--- src/rtl/fll_boot_seq.sv ---
// FLL bring-up sequencer: programs the FLL over a four-phase config bus, verifies
// a readback, waits for a stable lock, then hands the clock mux over to the FLL.
module fll_boot_seq #(
  parameter logic [31:0] CFG1_VAL     = 32'h0000_0000,
  parameter logic [31:0] CFG2_VAL     = 32'h0000_0000,
  parameter logic [31:0] CFG3_VAL     = 32'h0000_0000,
  parameter int          LOCK_TIMEOUT = 4096,
  parameter int          LOCK_STABLE  = 16
) (
  input  logic        clk_i,
  input  logic        rst_ni,
  input  logic        bypass_i,
  input  logic        restart_i,
  output logic        fll_req_o,
  output logic        fll_wrn_o,
  output logic [1:0]  fll_add_o,
  output logic [31:0] fll_data_o,
  input  logic        fll_ack_i,
  input  logic [31:0] fll_r_data_i,
  input  logic        fll_lock_i,
  output logic        clk_sel_o,
  output logic        done_o,
  output logic        error_o,
  output logic        lock_lost_o
);
  localparam int TW = (LOCK_TIMEOUT < 1) ? 1 : $clog2(LOCK_TIMEOUT + 1);
  localparam int SW = (LOCK_STABLE  < 1) ? 1 : $clog2(LOCK_STABLE + 1);
  localparam logic [TW-1:0] TO_MAX = TW'(LOCK_TIMEOUT);
  localparam logic [SW-1:0] ST_MAX = SW'(LOCK_STABLE);
  localparam bit ST_ONE = (LOCK_STABLE <= 1);

  typedef enum logic [3:0] {
    IDLE, WR1, WR2, WR3, RD1, WAIT_LOCK, STABLE, DONE, ERR
  } state_e;

  state_e        state_q;
  logic          ph_q;        // 0: req phase, 1: waiting for ack to drop
  logic          lk_meta_q, lk_q;
  logic [TW-1:0] to_q;
  logic [SW-1:0] st_q;
  logic [31:0]   rdata_q;
  logic          req_q, wrn_q, clk_sel_q, done_q, err_q, lost_q;
  logic [1:0]    add_q;
  logic [31:0]   data_q;

  logic [TW-1:0] to_inc;
  logic [SW-1:0] st_inc;
  logic          to_hit, st_hit;

  assign to_inc = (to_q == TO_MAX) ? to_q : to_q + 1'b1;
  assign st_inc = (st_q == ST_MAX) ? st_q : st_q + 1'b1;
  assign to_hit = (to_inc >= TO_MAX);
  assign st_hit = (st_inc >= ST_MAX);

  always_ff @(posedge clk_i or negedge rst_ni) begin
    if (!rst_ni) begin
      state_q   <= IDLE;
      ph_q      <= 1'b0;
      lk_meta_q <= 1'b0;
      lk_q      <= 1'b0;
      to_q      <= '0;
      st_q      <= '0;
      rdata_q   <= '0;
      req_q     <= 1'b0;
      wrn_q     <= 1'b0;
      add_q     <= '0;
      data_q    <= '0;
      clk_sel_q <= 1'b0;
      done_q    <= 1'b0;
      err_q     <= 1'b0;
      lost_q    <= 1'b0;
    end else begin
      lk_meta_q <= fll_lock_i;
      lk_q      <= lk_meta_q;
      case (state_q)
        IDLE: begin
          to_q <= '0;
          st_q <= '0;
          ph_q <= 1'b0;
          if (bypass_i) begin
            state_q   <= DONE;
            done_q    <= 1'b1;
            clk_sel_q <= 1'b0;
          end else begin
            state_q <= WR1;
            req_q   <= 1'b1;
            wrn_q   <= 1'b0;
            add_q   <= 2'd1;
            data_q  <= CFG1_VAL;
          end
        end
        WR1, WR2, WR3, RD1: begin
          if (!ph_q) begin
            if (fll_ack_i) begin
              req_q <= 1'b0;
              ph_q  <= 1'b1;
              if (state_q == RD1) rdata_q <= fll_r_data_i;
            end
          end else if (!fll_ack_i) begin
            // ack has returned low: launch the next access in the same edge
            ph_q <= 1'b0;
            case (state_q)
              WR1: begin
                state_q <= WR2; req_q <= 1'b1; add_q <= 2'd2; data_q <= CFG2_VAL;
              end
              WR2: begin
                state_q <= WR3; req_q <= 1'b1; add_q <= 2'd3; data_q <= CFG3_VAL;
              end
              WR3: begin
                state_q <= RD1; req_q <= 1'b1; wrn_q <= 1'b1; add_q <= 2'd1; data_q <= '0;
              end
              default: begin
                wrn_q   <= 1'b0;
                add_q   <= '0;
                to_q    <= '0;
                st_q    <= '0;
                err_q   <= (rdata_q != CFG1_VAL);
                state_q <= (rdata_q != CFG1_VAL) ? ERR : WAIT_LOCK;
              end
            endcase
          end
        end
        WAIT_LOCK: begin
          to_q <= to_inc;
          if (to_hit) begin
            state_q <= ERR;
            err_q   <= 1'b1;
          end else if (lk_q) begin
            if (ST_ONE) begin
              state_q   <= DONE;
              done_q    <= 1'b1;
              clk_sel_q <= 1'b1;
            end else begin
              state_q <= STABLE;
              st_q    <= SW'(1);
            end
          end
        end
        STABLE: begin
          to_q <= to_inc;
          if (to_hit) begin
            state_q <= ERR;
            err_q   <= 1'b1;
          end else if (!lk_q) begin
            state_q <= WAIT_LOCK;
            st_q    <= '0;
          end else begin
            st_q <= st_inc;
            if (st_hit) begin
              state_q   <= DONE;
              done_q    <= 1'b1;
              clk_sel_q <= 1'b1;
            end
          end
        end
        DONE, ERR: begin
          if (restart_i) begin
            state_q   <= IDLE;
            done_q    <= 1'b0;
            err_q     <= 1'b0;
            lost_q    <= 1'b0;
            clk_sel_q <= 1'b0;
            to_q      <= '0;
            st_q      <= '0;
          end else if (state_q == DONE && clk_sel_q && !lk_q) begin
            lost_q <= 1'b1;
          end
        end
        default: state_q <= IDLE;
      endcase
    end
  end

  assign fll_req_o   = req_q;
  assign fll_wrn_o   = wrn_q;
  assign fll_add_o   = add_q;
  assign fll_data_o  = data_q;
  assign clk_sel_o   = clk_sel_q;
  assign done_o      = done_q;
  assign error_o     = err_q;
  assign lock_lost_o = lost_q;
endmodule
--- config.mk ---
export PLATFORM = sky130hd
export DESIGN_NAME = fll_boot_seq
export DESIGN_NICKNAME = d
export VERILOG_FILES = /design/src/rtl/fll_boot_seq.sv
export SDC_FILE = /design/constraint.sdc
export NUM_CORES = 1
export LEC_CHECK = 0
export CORE_MARGIN = 4
export CORE_UTILIZATION = 30
export DETAILED_ROUTE_END_ITERATION = 12
export GPL_TIMING_DRIVEN = 0
export SETUP_SLACK_MARGIN = 0.15
export SLEW_MARGIN = 10
export SYNTH_ARGS = -nofsm -noshare
export SYNTH_HDL_FRONTEND = slang
export SYNTH_SLANG_ARGS = --single-unit
--- constraint.sdc ---
create_clock -name clk_i -period 2.65 [get_ports clk_i]
set_input_delay 0.53 -clock clk_i [delete_from_list [all_inputs] [get_ports clk_i]]
set_output_delay 0.53 -clock clk_i [all_outputs]
set_load 0.02 [all_outputs]
==> results.sh <==
export IMPL_finalNonFillerCells=578
export IMPL_cts_htree_levels=3
export IMPL_fillers=1141
export IMPL_regToRegStartpoint="to_q[1]"
export IMPL_dp_hpwl_um=6070
export IMPL_postPlaceCellArea_sq_mm=0.00440
export IMPL_avgViaCountPerCell=4.88
export IMPL_switchingPower_mw=1.80
export IMPL_cts_buffers_inserted=9
export IMPL_p_comb_share_pct=42.0
export IMPL_area_delta_synth_final_pct=29.3
export IMPL_layout_common_cells="dfrtp_1 (65), clkdlybuf4s50_1 (44), buf_4 (34)"
export IMPL_io_buffers=45
export IMPL_cp_required_ns=2.84
export IMPL_avgSynthCellArea_sq_um=10.6
export IMPL_drive_gt1_share_pct=24.8
export IMPL_ys_seq_area_share_pct=44.8
export IMPL_path_cells="clkdlybuf4s50_1 -> nor2b_1 -> o21ai_0 -> nand4_1 -> a2111oi_1 -> a211oi_2"
export IMPL_setup_tns_final_ns=0
export IMPL_share_seq_of_total_power_pct=33.8
export IMPL_start_kind="primary input"
export IMPL_cap_violations=0
export IMPL_grt_antenna_before_repair=0
export IMPL_synth_seq_cells=65
export IMPL_io_pins=78
export IMPL_synth_top_cells_by_area="dfrtp_1 (45%), mux2_2 (10%), buf_4 (6.8%)"
export IMPL_wl_per_cell_um=14.0
export IMPL_clkPwrFrac_pct=24.2
export IMPL_cp_slowest_cell="clkdlybuf4s50_1"
export IMPL_synth_edf_count=0
export IMPL_arrival_ns=2.41
export IMPL_finalSetupViolCount=0
export IMPL_tightest_slew_ns=0.639
export IMPL_max_freq_mhz=451
export IMPL_postLayoutCellArea_sq_mm=0.00470
export IMPL_synth_area_leader_cell="dfrtp_1"
export IMPL_placedCellCount=563
export IMPL_dr_pass1_iters=5
export IMPL_cts_sinks=65
export IMPL_min_period_over_period_pct=83.7
export IMPL_post_route_min_period_ns=2.22
export IMPL_powerDensity_mw_per_mm2=1030
export IMPL_start_util_pct=31.3
export IMPL_holdBufCountCts=0
export IMPL_path_class="in2reg"
export IMPL_num_rows=39
export IMPL_hold_slack_ns=0.0530
export IMPL_cellLeakagePower_nw=2.03
export IMPL_final_common_cell="dfrtp_1"
export IMPL_wirelength_um=8060
export IMPL_internal_power_mw=3.04
export IMPL_synthDistinctLibCells=62
export IMPL_cp_startpoint="restart_i"
export IMPL_grt_max_degree=53
export IMPL_skew_ns=0.00758
export IMPL_drtAntennaViolNets=0
export IMPL_status="completed"
export IMPL_nets=473
export IMPL_cts_root_buf="clkbuf_16"
export IMPL_track_usage_pct=12.2
export IMPL_via_count=2822
export IMPL_power_mw=4.84
export IMPL_yosys_warnings=0
export IMPL_path_buf_inv=1
export IMPL_rsz0062_at_grt="false"
export IMPL_post_cts_buffers=0
export IMPL_irDropWorstVdd_mv=0.458
export IMPL_critPathTopFamily="compound AO/OA/AOI/OAI gates"
export IMPL_num_antenna_cells=0
export IMPL_grt_pass1_wl_um=13900
export IMPL_globalplace_congestion=0.843
export IMPL_relSlewSlack_pct=57.3
export IMPL_power_share_switching_pct=37.2
export IMPL_die_area_sq_mm=0.0139
export IMPL_coreArea_sq_mm=0.0116
export IMPL_grt_remaining_overflow=0
export IMPL_ys_flop_type="dfrtp_1"
export IMPL_drt_iter0_drc=143
export IMPL_cpPeakStageDelay_ns=0.58
export IMPL_drv_slew=0
export IMPL_path_clk_slew_ns=0.06
export IMPL_first_global_vias=2770
export IMPL_clock_latency_ns=0.33
export IMPL_clockBufferDepth=2
export IMPL_async_flop_share_pct=100
export IMPL_die_h_um=118
export IMPL_hold_viol_final=0
export IMPL_cts_resized=0
export IMPL_tritoncts="done"
export IMPL_synth_top_area_share_pct=44.8
export IMPL_die_w_um=118
export IMPL_hold_path_class="in2async"
export IMPL_postSynthCellCount=343
export IMPL_drc_errors=0
export IMPL_worstPathMaxFanout=5
export IMPL_syn_area_sq_mm=0.00363
export IMPL_cp_end_kind="register"
state kept, by name, indices dropped and copies added (netlist names):
name	flops
error_o	1
lk_q	1
rdata_q	32
clk_sel_o	1
state_q	4
lock_lost_o	1
done_o	1
fll_add_o	2
lk_meta_q	1
to_q	13
fll_req_o	1
ph_q	1
st_q	5
fll_wrn_o	1
cells by family after synthesis:
family | after synthesis | synth area share (%)
xor gates and xnor gates | 6 | 1.86
buffers and inverters | 59 | 11.3
other | 1 | 0.103
and+or+nand+nor | 93 | 14.6
DFF | 65 | 44.8
muxes | 34 | 10.5
adders and majority gates | 4 | 1.38
AOI/OAI and AO/OA | 81 | 15.5
Yosys cell counts (all sizes together) (6+ instances only):
cell type,count
dfrtp,65
or3,6
o21ai,27
inv,14
nor4,10
mux2,33
nand4,9
a21oi,14
buf,41
nand3,11
nand2,18
nor2,20
through the flow:
stage / setup WS, ns / utilization, %
after floorplan: 0.695 / -
after global placement: -1.11 / 37.7
after detailed placement: 0.0746 / 37.9
after CTS: 0.399 / 40.5
after global routing: 0.218 / 40.5
final: 0.431 / 40.5
path summary, 6_finish.rpt:
| kind | endpoint | slack [ns] | depth (start not counted) |
|---|---|---|---|
| worst max-delay path | st_q[0] | 0.43 | 6 |
| min in group clk_i | lk_q | 0.35 | 0 |
| max in group asynchronous | st_q[4] | 2.06 | 2 |
| worst min-delay path | rdata_q[30] | 0.05 | 1 |
| worst min register to register | lk_q | 0.35 | 0 |
| worst max register to register | state_q[2] | 0.43 | 6 |
worst register-to-register path, stage by stage (launching register included):
cell and delay (ns):
dfrtp_1 0.40, ha_1 0.24, nand3_4 0.13, nor4_4 0.49
xor2_2 0.23, o31ai_1 0.44, a22oi_1 0.16
routing by layer:
layer  global-route usage [%]  part of all wire (%)
met3                     3.46                   7.3
met2                     18.9                    46
met1                     16.4                    46
met4                     4.18                   1.3
met5                        0                     0
power by group through the flow:
stage,logic [mW],registers [mW],clock network (mW)
4_1_cts,2.05,1.64,1.20
3_5_place_dp,2.03,1.65,0
5_1_grt,2.27,1.69,1.25
6_report,2.03,1.63,1.17
3_3_place_gp,2.00,1.64,0
2_1_floorplan,1.46,1.64,0
layout make-up:
type                    count  area [sq um]  area share, %
clock inverters             6          70.1           1.49
multi-input cells         250          1710           36.4
flip-flops and latches     65          1630           34.6
plain buffers              45           358           7.62
inverters                  14          52.6           1.12
repair buffers             46           475           10.1
well taps                 143           179           3.81
clock buffers               9           225           4.79
Power figures use the tool's default switching activity.
